`src/rtl/bp_dma_2to1_arbiter.sv`:
```
// bp_dma_2to1_arbiter
// Shares one bsg_cache-style DMA port (pkt / read data / write data) between
// two requesters. Packets are arbitrated round-robin; the accepted order is
// recorded per direction so read beats return to, and write beats are pulled
// from, the requester that owns the block currently in flight.

// Small FIFO of requester ids, one per accepted packet in one direction.
module bp_dma_order_fifo #(
    parameter int els_p = 4
) (
    input  logic clk_i,
    input  logic reset_i,
    input  logic push_i,
    input  logic data_i,
    input  logic pop_i,
    output logic data_o,
    output logic empty_o,
    output logic full_o
);
    localparam int ptr_w_lp = (els_p > 1) ? $clog2(els_p) : 1;
    localparam int cnt_w_lp = $clog2(els_p + 1);

    logic [els_p-1:0]    mem_q, mem_d;
    logic [ptr_w_lp-1:0] wptr_q, wptr_d, rptr_q, rptr_d;
    logic [cnt_w_lp-1:0] cnt_q, cnt_d;

    assign data_o  = mem_q[rptr_q];
    assign empty_o = (cnt_q == '0);
    assign full_o  = (cnt_q == cnt_w_lp'(els_p));

    // Next-state for storage, pointers (with explicit wrap) and occupancy.
    always_comb begin
        mem_d  = mem_q;
        wptr_d = wptr_q;
        rptr_d = rptr_q;
        cnt_d  = cnt_q;
        if (push_i) begin
            mem_d[wptr_q] = data_i;
            wptr_d = (wptr_q == ptr_w_lp'(els_p - 1)) ? '0 : wptr_q + ptr_w_lp'(1);
        end
        if (pop_i) begin
            rptr_d = (rptr_q == ptr_w_lp'(els_p - 1)) ? '0 : rptr_q + ptr_w_lp'(1);
        end
        case ({push_i, pop_i})
            2'b10:   cnt_d = cnt_q + cnt_w_lp'(1);
            2'b01:   cnt_d = cnt_q - cnt_w_lp'(1);
            default: cnt_d = cnt_q;
        endcase
    end

    // Register the FIFO state; reset empties it.
    always_ff @(posedge clk_i) begin
        if (reset_i) begin
            mem_q  <= '0;
            wptr_q <= '0;
            rptr_q <= '0;
            cnt_q  <= '0;
        end else begin
            mem_q  <= mem_d;
            wptr_q <= wptr_d;
            rptr_q <= rptr_d;
            cnt_q  <= cnt_d;
        end
    end
endmodule

module bp_dma_2to1_arbiter #(
    parameter  int addr_width_p      = 28,
    parameter  int data_width_p      = 64,
    parameter  int beats_per_block_p = 8,
    parameter  int order_els_p       = 4,
    localparam int pkt_width_lp      = 1 + addr_width_p
) (
    input  logic                             clk_i,
    input  logic                             reset_i,
    input  logic [1:0][pkt_width_lp-1:0]     req_dma_pkt_i,
    input  logic [1:0]                       req_dma_pkt_v_i,
    output logic [1:0]                       req_dma_pkt_yumi_o,
    output logic [data_width_p-1:0]          req_dma_data_o,
    output logic [1:0]                       req_dma_data_v_o,
    input  logic [1:0]                       req_dma_data_ready_and_i,
    input  logic [1:0][data_width_p-1:0]     req_dma_data_i,
    input  logic [1:0]                       req_dma_data_v_i,
    output logic [1:0]                       req_dma_data_yumi_o,
    output logic [pkt_width_lp-1:0]          dma_pkt_o,
    output logic                             dma_pkt_v_o,
    input  logic                             dma_pkt_yumi_i,
    input  logic [data_width_p-1:0]          dma_data_i,
    input  logic                             dma_data_v_i,
    output logic                             dma_data_ready_and_o,
    output logic [data_width_p-1:0]          dma_data_o,
    output logic                             dma_data_v_o,
    input  logic                             dma_data_yumi_i,
    output logic                             error_o
);
    localparam int cnt_w_lp = $clog2(beats_per_block_p);
    localparam logic [cnt_w_lp-1:0] last_beat_lp = cnt_w_lp'(beats_per_block_p - 1);

    logic                lock_q, lock_d;
    logic                grant_q, grant_d;
    logic                prio_q, prio_d;
    logic                error_q, error_d;
    logic [cnt_w_lp-1:0] rd_cnt_q, rd_cnt_d;
    logic [cnt_w_lp-1:0] wr_cnt_q, wr_cnt_d;

    logic       rd_push, rd_pop, rd_head, rd_empty, rd_full;
    logic       wr_push, wr_pop, wr_head, wr_empty, wr_full;
    logic [1:0] elig;
    logic       grant, pkt_hs, rd_hs, wr_hs;

    bp_dma_order_fifo #(.els_p(order_els_p)) rd_order (
        .clk_i(clk_i), .reset_i(reset_i),
        .push_i(rd_push), .data_i(grant), .pop_i(rd_pop),
        .data_o(rd_head), .empty_o(rd_empty), .full_o(rd_full)
    );

    bp_dma_order_fifo #(.els_p(order_els_p)) wr_order (
        .clk_i(clk_i), .reset_i(reset_i),
        .push_i(wr_push), .data_i(grant), .pop_i(wr_pop),
        .data_o(wr_head), .empty_o(wr_empty), .full_o(wr_full)
    );

    // Packet arbitration: held grant while locked, else round-robin among
    // requesters whose target order FIFO has room (registered full flag only).
    always_comb begin
        for (int i = 0; i < 2; i++) begin
            elig[i] = req_dma_pkt_v_i[i] & ~reset_i
                    & ~(req_dma_pkt_i[i][addr_width_p] ? wr_full : rd_full);
        end
        if (lock_q)       grant = grant_q;
        else if (elig[0]) grant = elig[1] ? prio_q : 1'b0;
        else              grant = 1'b1;
        dma_pkt_o   = req_dma_pkt_i[grant];
        dma_pkt_v_o = ~reset_i & (lock_q | (|elig));
        pkt_hs      = dma_pkt_v_o & dma_pkt_yumi_i;
        req_dma_pkt_yumi_o[0] = pkt_hs & ~grant;
        req_dma_pkt_yumi_o[1] = pkt_hs &  grant;
        rd_push = pkt_hs & ~dma_pkt_o[addr_width_p];
        wr_push = pkt_hs &  dma_pkt_o[addr_width_p];
    end

    // Lock/priority update: lock on a stalled offer, rotate priority on accept.
    always_comb begin
        lock_d  = lock_q;
        grant_d = grant_q;
        prio_d  = prio_q;
        if (pkt_hs) begin
            lock_d = 1'b0;
            prio_d = ~grant;
        end else if (dma_pkt_v_o) begin
            lock_d  = 1'b1;
            grant_d = grant;
        end
    end

    // Read path: route controller beats to the head of the read order FIFO.
    always_comb begin
        req_dma_data_o       = dma_data_i;
        dma_data_ready_and_o = ~reset_i & ~rd_empty & req_dma_data_ready_and_i[rd_head];
        req_dma_data_v_o[0]  = ~reset_i & dma_data_v_i & ~rd_empty & ~rd_head;
        req_dma_data_v_o[1]  = ~reset_i & dma_data_v_i & ~rd_empty &  rd_head;
        rd_hs   = dma_data_v_i & dma_data_ready_and_o;
        rd_pop  = rd_hs & (rd_cnt_q == last_beat_lp);
        rd_cnt_d = rd_cnt_q;
        if (rd_hs) rd_cnt_d = rd_pop ? '0 : rd_cnt_q + cnt_w_lp'(1);
        // A beat with nobody waiting for it is a controller protocol breach.
        error_d = error_q | (dma_data_v_i & rd_empty);
        error_o = error_q & ~reset_i;
    end

    // Write path: pull beats from the head of the write order FIFO.
    always_comb begin
        dma_data_o   = req_dma_data_i[wr_head];
        dma_data_v_o = ~reset_i & ~wr_empty & req_dma_data_v_i[wr_head];
        wr_hs        = dma_data_v_o & dma_data_yumi_i;
        req_dma_data_yumi_o[0] = wr_hs & ~wr_head;
        req_dma_data_yumi_o[1] = wr_hs &  wr_head;
        wr_pop   = wr_hs & (wr_cnt_q == last_beat_lp);
        wr_cnt_d = wr_cnt_q;
        if (wr_hs) wr_cnt_d = wr_pop ? '0 : wr_cnt_q + cnt_w_lp'(1);
    end

    // Control state registers; reset discards any in-flight transfer.
    always_ff @(posedge clk_i) begin
        if (reset_i) begin
            lock_q   <= 1'b0;
            grant_q  <= 1'b0;
            prio_q   <= 1'b0;
            error_q  <= 1'b0;
            rd_cnt_q <= '0;
            wr_cnt_q <= '0;
        end else begin
            lock_q   <= lock_d;
            grant_q  <= grant_d;
            prio_q   <= prio_d;
            error_q  <= error_d;
            rd_cnt_q <= rd_cnt_d;
            wr_cnt_q <= wr_cnt_d;
        end
    end
endmodule

```
`config.mk`:
```
export PLATFORM = sky130hd
export DESIGN_NAME = bp_dma_2to1_arbiter
export DESIGN_NICKNAME = d
export VERILOG_FILES = /design/src/rtl/bp_dma_2to1_arbiter.sv
export SDC_FILE = /design/constraint.sdc
export NUM_CORES = 1
export LEC_CHECK = 0
export CORE_AREA = 10 10 159 161
export DETAILED_ROUTE_END_ITERATION = 10
export DIE_AREA = 0 0 169 171
export GPL_TIMING_DRIVEN = 0
export PLACE_DENSITY = 0.62
export REMOVE_ABC_BUFFERS = 1
export SLEW_MARGIN = 20
export SYNTH_ARGS = -nofsm -noshare
export SYNTH_HDL_FRONTEND = slang
export SYNTH_HIERARCHICAL = 1
export SYNTH_SLANG_ARGS = --single-unit
```
`constraint.sdc`:
```
create_clock -name clk_i -period 4.09 [get_ports clk_i]
set_input_delay 0.409 -clock clk_i [delete_from_list [all_inputs] [get_ports clk_i]]
set_output_delay 0.409 -clock clk_i [all_outputs]
set_load 0.02 [all_outputs]
```
Yosys cells after proc, flatten, opt, wreduce, memory -nomap -nowiden
Cells that the tools add are included.
{"block": "totals", "output_inout_bits": 167, "wordCells": 123, "regBits": 32}
{"block": "op_classes", "bitwise": 38, "addsub": 10, "order_cmp": 9, "n_mux": 31, "n_eq_ne": 12, "n_reduce_logical": 9}
{"op": "64-bit two-way mux", "count": 2}
{"op": "29-bit two-way mux", "count": 2}
{"op": "1-bit AND", "count": 26}
{"op": "1-bit two-way mux", "count": 13}
{"op": "3-bit by 1-bit adder with 3-bit output (second input constant)", "count": 4}
{"op": "2-bit equality test (second input constant)", "count": 6}
{"op": "3-bit equality test (second input constant)", "count": 4}
{"op": "2-bit by 3-bit less-than comparator with 1-bit output (second input constant)", "count": 4}
{"op": "3-bit case mux with 2 select lines", "count": 2}
{"op": "1-bit inverter", "count": 10}
{"op": "2-bit by 1-bit adder with 2-bit output (second input constant)", "count": 4}
{"op": "4-bit bitwise mux", "count": 2}
{"op": "2-bit two-way mux", "count": 4}
{"op": "3-bit logical NOT", "count": 2}
{"op": "1-bit by 2-bit less-than comparator with 1-bit output (second input constant)", "count": 3}
{"op": "3-bit two-way mux", "count": 2}
{"op": "3-bit by 1-bit subtractor with 3-bit output (second input constant)", "count": 2}
{"op": "1-bit binary-select mux with 2-bit select", "count": 2}
{"op": "1-bit demux with 2-bit select", "count": 2}
{"op": "2-bit by 1-bit equality test with 1-bit output (second input constant)", "count": 2}
{"op": "2-bit by 1-bit >= comparator with 1-bit output (second input constant)", "count": 2}
{"op": "2-bit nonzero test", "count": 2}
{"op": "2-bit OR reduction", "count": 2}
{"op": "1-bit logical AND", "count": 2}
{"op": "2 further kinds", "count": 3}

Longest topological paths before layout
Gate-level depths: netlist (run 1).
{"block": "depth", "depth_word": 13, "depth_mapped": 15}

Cells and area by module
The synthesis (run 1) kept the hierarchy.
{"mod": "bp_dma_2to1_arbiter", "n_inst": 1, "area_each_um2": 2184.6, "seq_area_each_um2": 200.2, "cells_each": 240}
{"mod": "bp_dma_order_fifo", "n_inst": 2, "area_each_um2": 564.3, "seq_area_each_um2": 220.2, "cells_each": 65}

Least setup slack after synthesis (run 1)
Ideal clock, no wire load.
{"block": "synth_timing", "path_type": "reg-to-reg", "startpoint": "register rd_order.rptr_q[0]", "endpoint": "register rd_order.cnt_q[2]", "path_slack_ns": 1.018, "t_required_ns": 4.020, "path_stages_with_launch": 12, "n_path_buf": 0, "synth_period_minus_slack_ns": 3.072, "t_arrival_ns": 3.002, "cell_sequence": "dfxtp_1 > mux4_2 > mux2i_1 > nor3_2 > nand2_1 > nor2_1 > ha_1 > inv_1 > fa_1 > xor2_1 > or3_1 > a21oi_1"}
{"block": "synth_between", "elab_chain_cells": 9, "elab_cells_between_ends": 11, "classes_between": "eq/ne: 2; mux: 5; bitwise: 3; reduce/logical: 1"}
{"item": "from (decl)", "line_no": "24", "rtl": "logic [ptr_w_lp-1:0] wptr_q, wptr_d, rptr_q, rptr_d;"}
{"item": "from (signal assigned)", "line_no": "61", "rtl": "rptr_q <= rptr_d;"}
{"item": "1-bit binary-select mux with 2-bit select *", "line_no": "27", "rtl": "assign data_o = mem_q[rptr_q];"}
{"item": "1-bit two-way mux (implied by the code) *", "line_no": "27"}
{"item": "named net rd_head", "line_no": "106", "rtl": "logic rd_push, rd_pop, rd_head, rd_empty, rd_full;"}
{"item": "1-bit two-way mux (implied by the code) * (2 in series)", "line_no": "159", "rtl": "dma_data_ready_and_o = ~reset_i & ~rd_empty & req_dma_data_ready_and_i[rd_head];"}
{"item": "1-bit AND *", "line_no": "159"}
{"item": "named net dma_data_ready_and_o", "line_no": "90", "rtl": "output logic dma_data_ready_and_o,"}
{"item": "1-bit AND *", "line_no": "162", "rtl": "rd_hs = dma_data_v_i & dma_data_ready_and_o;"}
{"item": "1-bit AND *", "line_no": "163", "rtl": "rd_pop = rd_hs & (rd_cnt_q == last_beat_lp);"}
{"item": "named net rd_pop", "line_no": "106"}
{"item": "2-bit by 1-bit equality test with 1-bit output or 2-bit equality test (tied branches)", "line_no": "44", "rtl": "case ({push_i, pop_i})"}
{"item": "3-bit case mux with 2 select lines or 2-bit nonzero test (tied branches)"}
{"item": "to (signal assigned)", "line_no": "62", "rtl": "cnt_q <= cnt_d;"}
{"item": "to (decl)", "line_no": "25", "rtl": "logic [cnt_w_lp-1:0] cnt_q, cnt_d;"}
Mark *: on every way through the listed nets, which the timed path passes. The rest lies on a longest branch. The select of a mux whose other input is x is not followed.
A chain may end at the register's enable or synchronous reset.

Worst setup path after layout (run 1)
{"block": "layout_timing", "startpoint": "input port req_dma_pkt_i[28] (netlist name)", "endpoint": "register rd_order.cnt_q[2]"}
{"block": "layout_between", "elab_chain_cells": 11, "elab_cells_between_ends": 17, "classes_between": "eq/ne: 2; mux: 6; bitwise: 7; reduce/logical: 2"}
{"item": "from (decl)", "line_no": "76", "rtl": "input logic [1:0][pkt_width_lp-1:0] req_dma_pkt_i,"}
{"item": "1-bit two-way mux", "line_no": "128", "rtl": "& ~(req_dma_pkt_i[i][addr_width_p] ? wr_full : rd_full);"}
{"item": "1-bit inverter", "line_no": "128"}
{"item": "1-bit AND", "line_no": "128"}
{"item": "1-bit two-way mux", "line_no": "131", "rtl": "else if (elig[0]) grant = elig[1] ? prio_q : 1'b0;"}
{"item": "1-bit two-way mux", "line_no": "130", "rtl": "if (lock_q) grant = grant_q;"}
{"item": "29-bit two-way mux (implied by the code) (2 in series)", "line_no": "133", "rtl": "dma_pkt_o = req_dma_pkt_i[grant];"}
{"item": "1-bit inverter", "line_no": "138", "rtl": "rd_push = pkt_hs & ~dma_pkt_o[addr_width_p];"}
{"item": "1-bit AND *", "line_no": "138"}
{"item": "named net rd_push", "line_no": "106"}
{"item": "2-bit by 1-bit equality test with 1-bit output or 2-bit equality test (tied branches)", "line_no": "44"}
{"item": "3-bit case mux with 2 select lines or 2-bit nonzero test (tied branches)"}
Marks and branches as above.

==> results of run 1 <==
power groups by stage:
stage	sequential, uW	combinational [uW]	clock, uW
after global placement	331	622	0
after global routing	326	665	480
after CTS	325	631	466
final	325	626	456
after floorplan	330	240	0
after detailed placement	332	628	0
tightest hold or removal path: stages (launching register included):
cell and delay [ps]:
dfxtp_1 310, nand2_1 50, a21oi_1 50
cell type report:
class | count | area [um^2] | share of cell area [%]
diodes | 1 | 2.502 | 0.03939
clock buffers | 7 | 152.6 | 2.403
clock inverters | 1 | 30.03 | 0.4727
inverters | 18 | 67.56 | 1.064
multi-input cells | 240 | 2047 | 32.22
flip-flops and latches | 32 | 640.6 | 10.08
well taps | 285 | 356.6 | 5.614
repair buffers | 302 | 3055 | 48.10
worst paths after layout:
path,start,to,depth (start not counted)
min,wr_cnt_q[2],wr_cnt_q[2],2
max,req_dma_pkt_i[28],rd_order/cnt_q[2],14
min reg2reg,wr_cnt_q[2],wr_cnt_q[2],2
max reg2reg,wr_order/cnt_q[1],rd_order/cnt_q[2],15
per-stage QoR:
| stage | utilization [%] | instances | setup slack [ps] | setup TNS (ps) | hold WS (ps) |
|---|---|---|---|---|---|
| 2_1_floorplan | - | 290 | 532.0 | 0 | 427.1 |
| 3_3_place_gp | 27.45 | 874 | -1363 | -30840 | 442.4 |
| 3_5_place_dp | 27.62 | 876 | -258.1 | -779.2 | 451.2 |
| 4_1_cts | 28.44 | 884 | 14.64 | 0 | 459.1 |
| 5_1_grt | 28.57 | 885 | 37.84 | 0 | 471.4 |
| 6_report | 28.58 | 886 | 272.0 | 0 | 458.1 |
sequential cells by signal, indices dropped and copies added (netlist names), 2 cells and up:
name             count
rd_order/mem_q       4
wr_order/mem_q       4
rd_cnt_q             3
rd_order/cnt_q       3
wr_cnt_q             3
wr_order/cnt_q       3
rd_order/rptr_q      2
rd_order/wptr_q      2
wr_order/rptr_q      2
wr_order/wptr_q      2
cells in the final DEF, fill, tap and decap left out, types with 2 or more instances in the layout:
| master | synthesis | routed |
|---|---|---|
| nand3_1 | 9 | 9 |
| nor3_1 | 3 | 3 |
| clkdlybuf4s50_1 | 0 | 298 |
| clkbuf_8 | 0 | 2 |
| a21oi_1 | 23 | 23 |
| mux2i_1 | 10 | 10 |
| nand3b_1 | 2 | 2 |
| nand2_1 | 25 | 25 |
| fa_1 | 2 | 2 |
| buf_12 | 0 | 2 |
| nor3_2 | 2 | 2 |
| nor3b_1 | 4 | 4 |
| nor2_1 | 23 | 23 |
| or3_1 | 4 | 4 |
| and3_1 | 5 | 5 |
| inv_1 | 17 | 17 |
| nor2b_1 | 3 | 3 |
| clkbuf_16 | 0 | 5 |
| dfxtp_1 | 32 | 32 |
| mux2_2 | 65 | 65 |
| xor2_1 | 4 | 4 |
| o21ai_0 | 3 | 3 |
| ha_1 | 16 | 16 |
| mux2_1 | 28 | 28 |
routing by layer:
metal	part of all wire (%)	track usage (%)	up-vias
met2	42	19.97	322
li1	-	-	1667
met3	19	12.55	27
met5	0.96	4.332	-
met1	38	14.59	1602
met4	0.69	1.313	12
cells by family (layout without fill, tap and decap cells):
group,after synthesis,count (layout),synth area share [%]
and+or+nand+nor,85,85,12.61
other,0,1,0
adders and majority gates,18,18,7.251
DFF,32,32,19.34
AOI/OAI and AO/OA,28,28,4.796
muxes,105,105,35.99
buffers and inverters,98,328,18.96
xor gates and xnor gates,4,4,1.057
==> flow_summary.json, run 1 <==
{
  "power.share.clock_pct": 32.4,
  "first_global_vias": 3751,
  "ys_top_cells_by_area": "mux2_2, dfxtp_1, buf_4, mux2_1, ha_1",
  "die-width_um": 169,
  "p_switching_uw": 390.1,
  "fin_skew_ps": 7.903,
  "die_y_um": 171,
  "synth-seq-area-share_pct": 19.34,
  "num_rows": 55,
  "overflow": 0,
  "peakVddDrop_mv": 0.1619,
  "path_class": "in -> reg",
  "worst_pin_slew_ps": 679.2,
  "stdcell_area_um2": 6352,
  "gp_congestion": 0.7365,
  "slew_violations": 0,
  "ys_types": 33,
  "combPwrFrac_pct": 44.5,
  "drtIter0Drc": 105,
  "antenna_found_initial": 11,
  "nets": 878,
  "cpPeakStageDelay_ps": 530,
  "cpMaxStageDelayCell": "nor2_1",
  "cts_tree": "yes",
  "antenna_left": 0,
  "cts_buffers": 5,
  "status": "complete, no violations",
  "max_cap_viol_count": 0,
  "power_frac_seq_pct": 23.1,
  "hold_class": "reg -> reg",
  "synth_area_per_cell_um2": 8.955,
  "hold_violations": 0,
  "dieArea_um2": 28900,
  "syn2layout_area_growth_pct": 91.73,
  "cp_top_family": "simple AND/OR/NAND/NOR gates",
  "initial_core_util_pct": 14.91,
  "vias": 3630,
  "num_io_pins": 428,
  "synth-seq-cells": 32,
  "syn_area_um2": 3313,
  "coreArea_um2": 22230,
  "async_flop_share_pct": 0,
  "h-tree-depth": 2,
  "fin_total_pwr_uw": 1407,
  "arrival_ps": 4030,
  "dp.final_hpwl_mm": 19.12,
  "drt-total-wl_mm": 21.46,
  "yosysWarnings": 6,
  "synth_edf_count": 0,
  "cp_cell_sequence": "clkdlybuf4s50_1 -> mux2i_1 -> nand3_1 -> o22ai_4 -> buf_16 -> mux2_2 -> nor2_1 -> inv_1 -> ha_1 -> inv_1 -> fa_1 -> xor2_1 -> or3_1 -> a21oi_1",
  "cts_setup_buffers": 0,
  "clock.fmax_mhz": 261.9,
  "crit_fanout": 22,
  "leakage_uw": 0.002272,
  "synthMostInstantiatedCell": "buf_4",
  "grt_max_degree": 43,
  "wl_per_cell_um": 24.22,
  "root_buffer": "clkbuf_16",
  "drtPass1Iterations": 4,
  "grt_usage_pct": 13.70,
  "drc": 0,
  "yosys.area.top_type": "mux2_2",
  "slew_headroom_pct": 54.55,
  "switching_share_pct": 27.72,
  "crit_path_start_kind": "input pin",
  "avgViaCountPerCell": 4.097,
  "fill_cells": 2341,
  "synth_top_area_share_pct": 22.09,
  "ys.flop_type": "dfxtp_1",
  "cts.sinks": 32,
  "drive_gt1_share_pct": 13.83,
  "holdBufCountCts": 0,
  "end_kind": "flop",
  "grt_first_pass_wirelength_mm": 28.45,
  "finalCritPeriodShare_pct": 93.35,
  "cp_common_cell": "inv_1",
  "intPower_uw": 1017,
  "cts_buffer_depth": 2,
  "cts-resized-gates": 0,
  "rsz0062_at_grt": "false",
  "io_buffers": 299,
  "clock_latency_ps": 280,
  "crit_buf_inv": 4,
  "worst_ep_required_time_ps": 4300,
  "min_period_ps": 3818,
  "yosys-top-cells-count": "buf_4, mux2_2, dfxtp_1",
  "synthCells": 370,
  "p_per_area_nw_per_um2": 221.5,
  "finalSetupViolations": 0,
  "rrSetupSlack_ps": 330,
  "place_area_um2": 6140,
  "clkTransAtPathRegs_ps": 60
}
No activity file was read; power rests on OpenSTA's default activity.
==> run 2: changes to the inputs <==
--- a/config.mk
+++ b/config.mk
@@ -16,3 +16,4 @@
 export SYNTH_HDL_FRONTEND = slang
 export SYNTH_HIERARCHICAL = 1
 export SYNTH_SLANG_ARGS = --single-unit
+export TNS_END_PERCENT = 20
==> results of run 2 <==
Same layout as run 1: the final DEF is identical, and so are final timing and power.
